[src/rtl/led_breath_ctrl_if.sv]
// Control/status bundle for led_breath_ctrl: start/stop handshake, ramp settings,
// brightness level, PWM drive and status. Signal prefixes are from the controller's view.
interface led_breath_ctrl_if;
    logic       i_start;
    logic       i_stop;
    logic [7:0] i_step;
    logic [7:0] i_hold;
    logic [7:0] o_level;
    logic       o_pwm_out;
    logic       o_busy;
    logic       o_done;
    logic [7:0] o_breaths;

    modport master (
        output i_start, i_stop, i_step, i_hold,
        input  o_level, o_pwm_out, o_busy, o_done, o_breaths
    );

    modport slave (
        input  i_start, i_stop, i_step, i_hold,
        output o_level, o_pwm_out, o_busy, o_done, o_breaths
    );
endinterface

[src/rtl/led_breath_ctrl.sv]
// LED breathing sequencer: prescaled ramp up / hold / ramp down / hold, with registered PWM.
// Optional macro LED_BREATH_GAMMA_EN squares the level before the PWM compare.
module led_breath_ctrl #(
    parameter int PRESC = 50000,
    parameter int PWM_W = 8
) (
    input logic              clk,
    input logic              rst,
    led_breath_ctrl_if.slave bus
);

    localparam int              PW         = (PRESC > 1) ? $clog2(PRESC) : 1;
    localparam logic [PW-1:0]    PRESC_LAST = PW'(PRESC - 1);
    localparam logic [PWM_W-1:0] LVL_MAX    = '1;

    typedef enum logic [2:0] {
        S_IDLE,
        S_UP,
        S_HOLD_H,
        S_DOWN,
        S_HOLD_L
    } state_t;

    state_t            r_state;
    state_t            w_next;
    logic [PW-1:0]     r_presc;
    logic [PWM_W-1:0]  r_level;
    logic [PWM_W-1:0]  r_step;
    logic [PWM_W-1:0]  r_hold;
    logic [PWM_W-1:0]  r_holdCnt;
    logic [PWM_W-1:0]  r_breaths;
    logic [PWM_W-1:0]  r_pwmCnt;
    logic              r_stopPend;
    logic              r_busy;
    logic              r_done;
    logic              r_pwmOut;

    logic              w_tick;
    logic              w_accept;
    logic              w_holdDone;
    logic              w_breathEnd;
    logic [PWM_W:0]    w_sum;
    logic [PWM_W-1:0]  w_levelNext;
    logic [PWM_W-1:0]  w_holdCntNext;
    logic [PWM_W-1:0]  w_cmp;

    assign w_tick     = (r_state != S_IDLE) && (r_presc == PRESC_LAST);
    assign w_accept   = (r_state == S_IDLE) && bus.i_start && !bus.i_stop;
    assign w_holdDone = (r_holdCnt == r_hold);
    assign w_sum      = {1'b0, r_level} + {1'b0, r_step};

    always_ff @(posedge clk) begin
        if (rst) begin
            r_state <= S_IDLE;
        end else begin
            r_state <= w_next;
        end
    end

    always_comb begin
        w_next = r_state;
        case (r_state)
            S_IDLE: begin
                if (w_accept) begin
                    w_next = S_UP;
                end
            end
            S_UP: begin
                if (w_tick && (w_sum >= {1'b0, LVL_MAX})) begin
                    w_next = S_HOLD_H;
                end
            end
            S_HOLD_H: begin
                if (w_tick && w_holdDone) begin
                    w_next = S_DOWN;
                end
            end
            S_DOWN: begin
                if (w_tick && (r_level <= r_step)) begin
                    w_next = S_HOLD_L;
                end
            end
            S_HOLD_L: begin
                if (w_tick && w_holdDone) begin
                    w_next = r_stopPend ? S_IDLE : S_UP;
                end
            end
            default: w_next = S_IDLE;
        endcase
    end

    // Datapath next values; the hold counter compares before incrementing so hold=0 exits at once.
    always_comb begin
        w_levelNext   = r_level;
        w_holdCntNext = r_holdCnt;
        w_breathEnd   = 1'b0;
        case (r_state)
            S_UP: begin
                if (w_tick) begin
                    if (w_sum >= {1'b0, LVL_MAX}) begin
                        w_levelNext   = LVL_MAX;
                        w_holdCntNext = '0;
                    end else begin
                        w_levelNext = w_sum[PWM_W-1:0];
                    end
                end
            end
            S_HOLD_H: begin
                if (w_tick && !w_holdDone) begin
                    w_holdCntNext = r_holdCnt + 1'b1;
                end
            end
            S_DOWN: begin
                if (w_tick) begin
                    if (r_level <= r_step) begin
                        w_levelNext   = '0;
                        w_holdCntNext = '0;
                    end else begin
                        w_levelNext = r_level - r_step;
                    end
                end
            end
            S_HOLD_L: begin
                if (w_tick) begin
                    if (w_holdDone) begin
                        w_breathEnd = 1'b1;
                    end else begin
                        w_holdCntNext = r_holdCnt + 1'b1;
                    end
                end
            end
            default: begin
                w_levelNext = r_level;
            end
        endcase
    end

`ifdef LED_BREATH_GAMMA_EN
    logic [15:0] w_sq;
    assign w_sq  = 16'(r_level) * 16'(r_level);
    assign w_cmp = PWM_W'(w_sq >> 8);
`else
    assign w_cmp = r_level;
`endif

    always_ff @(posedge clk) begin
        if (rst) begin
            r_presc    <= '0;
            r_level    <= '0;
            r_step     <= '0;
            r_hold     <= '0;
            r_holdCnt  <= '0;
            r_breaths  <= '0;
            r_stopPend <= 1'b0;
            r_busy     <= 1'b0;
            r_done     <= 1'b0;
            r_pwmCnt   <= '0;
            r_pwmOut   <= 1'b0;
        end else begin
            r_presc   <= ((r_state == S_IDLE) || w_tick) ? '0 : r_presc + 1'b1;
            r_level   <= w_levelNext;
            r_holdCnt <= w_holdCntNext;
            if (w_accept) begin
                r_step <= (bus.i_step == '0) ? PWM_W'(1) : bus.i_step;
                r_hold <= bus.i_hold;
            end
            if (w_breathEnd) begin
                r_breaths <= r_breaths + 1'b1;
            end
            // A stop request is remembered until the breath that follows it ends at level 0.
            if (r_state == S_IDLE) begin
                r_stopPend <= 1'b0;
            end else if (w_breathEnd && r_stopPend) begin
                r_stopPend <= 1'b0;
            end else if (bus.i_stop) begin
                r_stopPend <= 1'b1;
            end
            r_done   <= w_breathEnd && r_stopPend;
            r_busy   <= (w_next != S_IDLE);
            r_pwmCnt <= r_pwmCnt + 1'b1;
            r_pwmOut <= (r_pwmCnt < w_cmp);
        end
    end

    assign bus.o_level   = r_level;
    assign bus.o_pwm_out = r_pwmOut;
    assign bus.o_busy    = r_busy;
    assign bus.o_done    = r_done;
    assign bus.o_breaths = r_breaths;

endmodule

[src/flat_wrapper.sv]
// flat-port wrapper written by rule: the top's interface ports become plain ports
module led_breath_ctrl_flat 
#(
    parameter int PRESC = 50000,
    parameter int PWM_W = 8
)
  (clk, rst, bus_i_start, bus_i_stop, bus_i_step, bus_i_hold, bus_o_level, bus_o_pwm_out, bus_o_busy, bus_o_done, bus_o_breaths);
  led_breath_ctrl_if bus_i ();
  input logic clk;
  input logic rst;
  input wire logic [$bits(bus_i.i_start)-1:0] bus_i_start;
  input wire logic [$bits(bus_i.i_stop)-1:0] bus_i_stop;
  input wire logic [$bits(bus_i.i_step)-1:0] bus_i_step;
  input wire logic [$bits(bus_i.i_hold)-1:0] bus_i_hold;
  output wire logic [$bits(bus_i.o_level)-1:0] bus_o_level;
  output wire logic [$bits(bus_i.o_pwm_out)-1:0] bus_o_pwm_out;
  output wire logic [$bits(bus_i.o_busy)-1:0] bus_o_busy;
  output wire logic [$bits(bus_i.o_done)-1:0] bus_o_done;
  output wire logic [$bits(bus_i.o_breaths)-1:0] bus_o_breaths;
  assign bus_i.i_start = bus_i_start;
  assign bus_i.i_stop = bus_i_stop;
  assign bus_i.i_step = bus_i_step;
  assign bus_i.i_hold = bus_i_hold;
  assign bus_o_level = bus_i.o_level;
  assign bus_o_pwm_out = bus_i.o_pwm_out;
  assign bus_o_busy = bus_i.o_busy;
  assign bus_o_done = bus_i.o_done;
  assign bus_o_breaths = bus_i.o_breaths;
  led_breath_ctrl #(.PRESC(PRESC), .PWM_W(PWM_W)) u_core (.clk(clk), .rst(rst), .bus(bus_i));
endmodule
[config.mk]
export PLATFORM = sky130hd
export DESIGN_NAME = led_breath_ctrl_flat
export DESIGN_NICKNAME = d
export VERILOG_FILES = /design/src/rtl/led_breath_ctrl_if.sv /design/src/rtl/led_breath_ctrl.sv /design/src/flat_wrapper.sv
export SDC_FILE = /design/constraint.sdc
export NUM_CORES = 1
export LEC_CHECK = 0
export CAP_MARGIN = 20
export CORE_MARGIN = 5
export CORE_UTILIZATION = 50
export DETAILED_ROUTE_END_ITERATION = 16
export GPL_ROUTABILITY_DRIVEN = 0
export MAX_ROUTING_LAYER = met4
export PLACE_DENSITY = 0.78
export SLEW_MARGIN = 20
export SYNTH_ARGS = -nofsm -noshare
export SYNTH_HDL_FRONTEND = slang
export SYNTH_SLANG_ARGS = --single-unit
[constraint.sdc]
create_clock -name clk -period 5.8 [get_ports clk]
set_input_delay 1.16 -clock clk [delete_from_list [all_inputs] [get_ports clk]]
set_output_delay 1.16 -clock clk [all_outputs]
set_load 0.05 [all_outputs]
Yosys cells after proc, flatten, opt, wreduce, memory -nomap -nowiden

Index checks and enable logic that the tools add are counted.

Input bits: 20
Logic and storage cells: 79
Register bits: 71
Output and inout bits: 19

Add/sub/neg operators: 6
Reductions and logical operators: 21
Equality and inequality tests: 13
Mux-type cells: 24
$lt $le $gt $ge: 3

Operators with widths:

| cell                                                              | number |
|---|---|
| 2-to-1 mux 8 bit                                                  | 12 |
| case mux 8 bit (4 select lines)                                   | 1 |
| adder 8 x 1 -> 8 bit, second input constant                       | 3 |
| adder 16 x 1 -> 16 bit, second input constant                     | 1 |
| equality test 16 bit, second input constant                       | 1 |
| case mux 8 bit (2 select lines)                                   | 1 |
| 2-to-1 mux 3 bit                                                  | 5 |
| case mux 3 bit (5 select lines)                                   | 1 |
| inequality test 2 x 1 -> 1 bit, second input constant             | 6 |
| adder 8 x 8 -> 9 bit                                              | 1 |
| greater-or-equal comparator 9 x 8 -> 1 bit, second input constant | 1 |
| equality test 8 bit                                               | 1 |
| <= comparator 8 bit                                               | 1 |
| logical AND 1 bit                                                 | 8 |
| zero test 8 bit                                                   | 1 |
| < comparator 8 bit                                                | 1 |
| AND reduction 8 bit                                               | 1 |
| subtractor 8 bit                                                  | 1 |
| equality test 3 x 2 -> 1 bit, second input constant               | 2 |
| nonzero test 3 bit                                                | 2 |
| 2-to-1 mux 1 bit                                                  | 4 |
| nonzero test 4 bit                                                | 1 |
| equality test 3 x 1 -> 1 bit, second input constant               | 1 |
| equality test 3 bit, second input constant                        | 1 |
| 8 further kinds                                                   | 9 |

Longest topological paths before layout

Word-level depth: 6
Gate-level depth with buffers: 11
Depth with buffers taken out: 11

Worst setup path before layout

No wires, ideal clock.

Path type: register to register
Start: reg u_core.r_level[1], in the netlist u_core.bus.o_level[1]
End: reg u_core.r_holdCnt[1]
Clock period less this slack: 2968 ps
Library setup time: 72 ps
Slack: 2832 ps
Arrival: 2896 ps
Required time: 5728 ps
Cell stages (with the launch flop): 9
Buffers on the path: 0
Path through: dfxtp_1 ha_1 or3b_4 a31oi_2 o221ai_2 or4_4 and3b_4 o21ai_4 mux2i_1

Longest elaborated chain between the ends: 4
Elaborated cells between the ends (all ways): 6
Those cells by class: add/sub: 1; order compare: 2; eq/ne: 2; reduce/logical: 1

Ends and longest elaborated chain:

| what                                       | RTL line               | source |
|---|---|---|
| start, declared                            | led_breath_ctrl.sv:27  | `logic [PWM_W-1:0] r_level;` |
| start signal, assigned                     | led_breath_ctrl.sv:161 | `r_level <= w_levelNext;` |
| adder 8 x 8 -> 9 bit                       | led_breath_ctrl.sv:50  | `assign w_sum = {1'b0, r_level} + {1'b0, r_step};` |
| greater-or-equal comparator 9 x 8 -> 1 bit | led_breath_ctrl.sv:100 | `if (w_sum >= {1'b0, LVL_MAX}) begin` |
| inequality test 2 x 1 -> 1 bit (no line)   | n/a                    |  |
| AND reduction 8 bit (no line) (*)          | n/a                    |  |
| end signal, assigned                       | led_breath_ctrl.sv:162 | `r_holdCnt <= w_holdCntNext;` |
| end, declared                              | led_breath_ctrl.sv:30  | `logic [PWM_W-1:0] r_holdCnt;` |

Every way passes the cells marked *; elsewhere a longest branch is shown, timed or not.
A chain may end at the register's enable or synchronous reset.

Worst setup path after layout

Start: reg u_core.r_step[2]
End: reg u_core.r_holdCnt[1]

Longest elaborated chain between the ends: 4
Elaborated cells between the ends (all ways): 6
Those cells by class: add/sub: 1; order compare: 2; eq/ne: 2; reduce/logical: 1

Ends and longest elaborated chain:

| what                                       | RTL line               | source |
|---|---|---|
| start, declared                            | led_breath_ctrl.sv:28  | `logic [PWM_W-1:0] r_step;` |
| start signal, assigned                     | led_breath_ctrl.sv:164 | `r_step <= (bus.i_step == '0) ? PWM_W'(1) : bus.i_step;` |
| adder 8 x 8 -> 9 bit                       | led_breath_ctrl.sv:50  |  |
| greater-or-equal comparator 9 x 8 -> 1 bit | led_breath_ctrl.sv:100 |  |
| inequality test 2 x 1 -> 1 bit (no line)   | n/a                    |  |
| AND reduction 8 bit (no line) (*)          | n/a                    |  |

Marked as above.

==> results.md <==
* LEAKAGE at around 1.8 nW
* Setup TNS Final at 0 ns
* Antenna Nets Post-Route at 0
* Worst slew pin tran at approximately 1.1 ns
* Top cell type by total area after synthesis: dfxtp_1
* Crit start category: flip-flop
* Max Cap Viol at 0
* Synth Flop Type: dfxtp_1
* Core area at a little over 8000 um^2
* Crit Path Max Fanout at 11
* Worst reg-to-reg path cell count at 9
* Die footprint at 10200 um^2
* YS warnings at 0
* Worst slack at placement at roughly 2.7 ns
* Syn Inst Count at 501
* Die Ht at 101 um
* Setup Fix Bufs, Post-CTS at 0
* Vias in the first global route at 3657
* Vias after detailed routing at between 3000 and 4000
* 1st-iter DRT viols at roughly 250
* P&R area growth vs syn at 17.0%
* H-tree levels at 3
* CP endpoint: u_core.r_holdCnt[1]$_SDFFE_PP0P_
* I/O pin total at 39
* Fin util at around 60%
* Final Setup Violations at 0
* Mapped cell area at roughly 4100 um^2
* Post-DP HPWL at 7.41 mm
* DRC viols at 0
* Worst setup margin at about 2.8 ns
* Post_cts resized at 0
* RSZ-0062 raised after global routing: false
* Setup crit end kind: flip-flop
* Arr. time, crit path at between 3 and 4 ns
* FFs w/ async S/R, synth at 0%
* CTS tree: built
* Power Density at 239 nW/um^2
* Outcome: completed
* Clk buf depth at 2
* Row count at 33
* Largest net degree at the start of global routing at 63
* Max Slew Vio Count at 0
* Hold Buf Count CTS at 0
* Syn nets at between 500 and 600
* Final worst path period need at around 3.0 ns
* Share of layout cells above drive strength 1 at ~6%
* Final Hold Viols at 0
* Critical setup path kind: reg -> reg
* Number of synthesized flops with an enable pin at 0
* Top post-synthesis cells by area: dfxtp_1 34%, ha_1 8.2%, nand2_1 4.5%
* Hold WC Path Type: reg -> reg
* Starting Density at about half
* WL final at about 10 mm
* Register-to-register setup slack at approximately 2.8 ns
* Worst Path Required at between 6 and 7 ns
* CTS root buf: clkbuf_8
* Worst Setup SP: u_core.r_step[2]$_SDFFE_PP0P_
* Clk Latency, worst-skew pair at ~0.36 ns
* GRT overflow at 0
* Initial DRT Pass Iterations at 5
* Fraction of the cycle the final worst path needs at 51.7%
* Buffers on Ports at 38
* Initial antenna violation count at 0
* Netlist cell types at slightly above 60
* Fmax at roughly 0.33 GHz
* Number of diodes at 0
* Flops & latches, synth at between 70 and 80
* Nets@finish at around 580
* Synth top area share at between 30% and 40%
* RR Startpoint: u_core.r_step[2]$_SDFFE_PP0P_
* Peak VDD IR at between 0.0001 and 0.00015 V
* Cts bufs inserted at 9
* Die W at 101 um
* Final Cell Area at ~4800 um^2
* Vias per inst at 5.78
* Syn avg cell area at between 8 and 9 um^2
* Clock slew seen by the registers of the worst setup and hold paths at 0.08 ns
* Clock skew at between 0.01 and 0.015 ns
* Reg2reg end: u_core.r_holdCnt[1]$_SDFFE_PP0P_
* Dpl cell area at 4560 um^2
* # clock sinks at a little over 70
* Routed len/inst at approximately 16 um
* Global-route wire length before repair at approximately 17 mm
* Slew margin rel. at between 20% and 30%
* Global Route Usage Sum at between 20% and 30%
* Seq/Total Area, Yosys at 34.4%
worst max-delay path: stages, from the launching register on:
cell	delay (ns)
dfxtp_1	0.35
inv_1	0.05
ha_1	0.46
nor3b_1	0.12
nor3_1	0.46
a211oi_1	0.23
or4_4	0.58
and3b_4	0.22
o21ai_4	0.23
mux2i_1	0.23
cell families after synthesis:
family                   Yosys count  synth area share [%]
flip-flops                        71                  34.4
buffers and inverters             46                  4.42
XOR/XNOR                          39                  8.27
AO/OA/AOI/OAI                    105                  17.0
multiplexers                       2                 0.485
adder cells (fa/ha/maj)           29                  9.15
AND/OR/NAND/NOR                  209                  26.3
worst min-delay path by stage:
stage	end	cells after the start	slack, ns	startpoint
6_report	u_core.r_presc[0]$_SDFF_PP0_	1	0.44	u_core.r_presc[0]$_SDFF_PP0_
5_1_grt	u_core.r_presc[0]$_SDFF_PP0_	1	0.47	u_core.r_presc[0]$_SDFF_PP0_
3_3_place_gp	u_core.r_presc[0]$_SDFF_PP0_	1	0.43	u_core.r_presc[0]$_SDFF_PP0_
2_1_floorplan	u_core.r_presc[0]$_SDFF_PP0_	1	0.41	u_core.r_presc[0]$_SDFF_PP0_
3_5_place_dp	u_core.r_presc[0]$_SDFF_PP0_	1	0.44	u_core.r_presc[0]$_SDFF_PP0_
4_1_cts	u_core.r_presc[0]$_SDFF_PP0_	1	0.45	u_core.r_presc[0]$_SDFF_PP0_
power by group:
part | internal [mW] | switching, mW
logic | 0.0473 | 0.0661
clock network | 0.331 | 0.203
registers | 0.497 | 0.00872
total | 0.875 | 0.278
cells in the final DEF, fill, tap and decap left out, types with 12 or more instances in the layout:
cell type | synthesis | final
nor2_1 | 49 | 49
xnor2_1 | 21 | 21
and3_1 | 12 | 12
nand2_1 | 50 | 50
a21oi_1 | 34 | 34
inv_1 | 28 | 28
o21ai_0 | 16 | 16
dfxtp_1 | 71 | 71
clkdlybuf4s50_1 | 0 | 37
ha_1 | 27 | 27
nand3_1 | 22 | 22
nor3_1 | 13 | 13
xor2_1 | 18 | 18
nand2b_1 | 13 | 13
state kept, by name (all words and copies together) (netlist names):
signal                count
u_core.r_stopPend         1
u_core.bus.o_done         1
u_core.bus.o_busy         1
u_core.r_holdCnt          8
u_core.r_pwmCnt           8
u_core.bus.o_level        8
u_core.r_hold             8
u_core.r_state            3
u_core.r_presc           16
u_core.bus.o_breaths      8
u_core.bus.o_pwm_out      1
u_core.r_step             8
metal layers:
metal / GRT usage (%) / wire [um] / up-vias
met4: 8.50 / 208 / 0
met2: 34.2 / 4860 / 131
li1: - / - / 1826
met5: - / 0 / -
met1: 25.9 / 4360 / 1732
met3: 5.05 / 726 / 21
cell type report:
| class | count | area (um^2) |
|---|---|---|
| timing repair buffer | 38 | 375 |
| fill | 718 | 3300 |
| inverter | 28 | 105 |
| sequential | 71 | 1420 |
| clock inverter | 7 | 143 |
| multi-input combinational | 384 | 2530 |
| tap | 105 | 131 |
| clock buffer | 9 | 124 |
Yosys cell counts (9+ instances only):
| cell | count |
|---|---|
| clkbuf_1 | 15 |
| xor2_1 | 18 |
| o21ai_0 | 16 |
| nor2_1 | 49 |
| inv_1 | 28 |
| ha_1 | 27 |
| nand3_1 | 22 |
| or3_1 | 9 |
| nand2_1 | 50 |
| dfxtp_1 | 71 |
| xnor2_1 | 21 |
| nor3_1 | 13 |
| and3_1 | 12 |
| a21oi_1 | 34 |
| nand2b_1 | 13 |
through the flow:
step | hold WS [ns] | cells | power (mW)
2_1_floorplan | 0.413 | 501 | 0.591
3_3_place_gp | 0.427 | 626 | 0.624
3_5_place_dp | 0.441 | 626 | 0.628
4_1_cts | 0.452 | 642 | 1.16
5_1_grt | 0.467 | 642 | 1.19
6_report | 0.444 | 642 | 1.15
No activity file was read; power rests on OpenSTA's default activity.
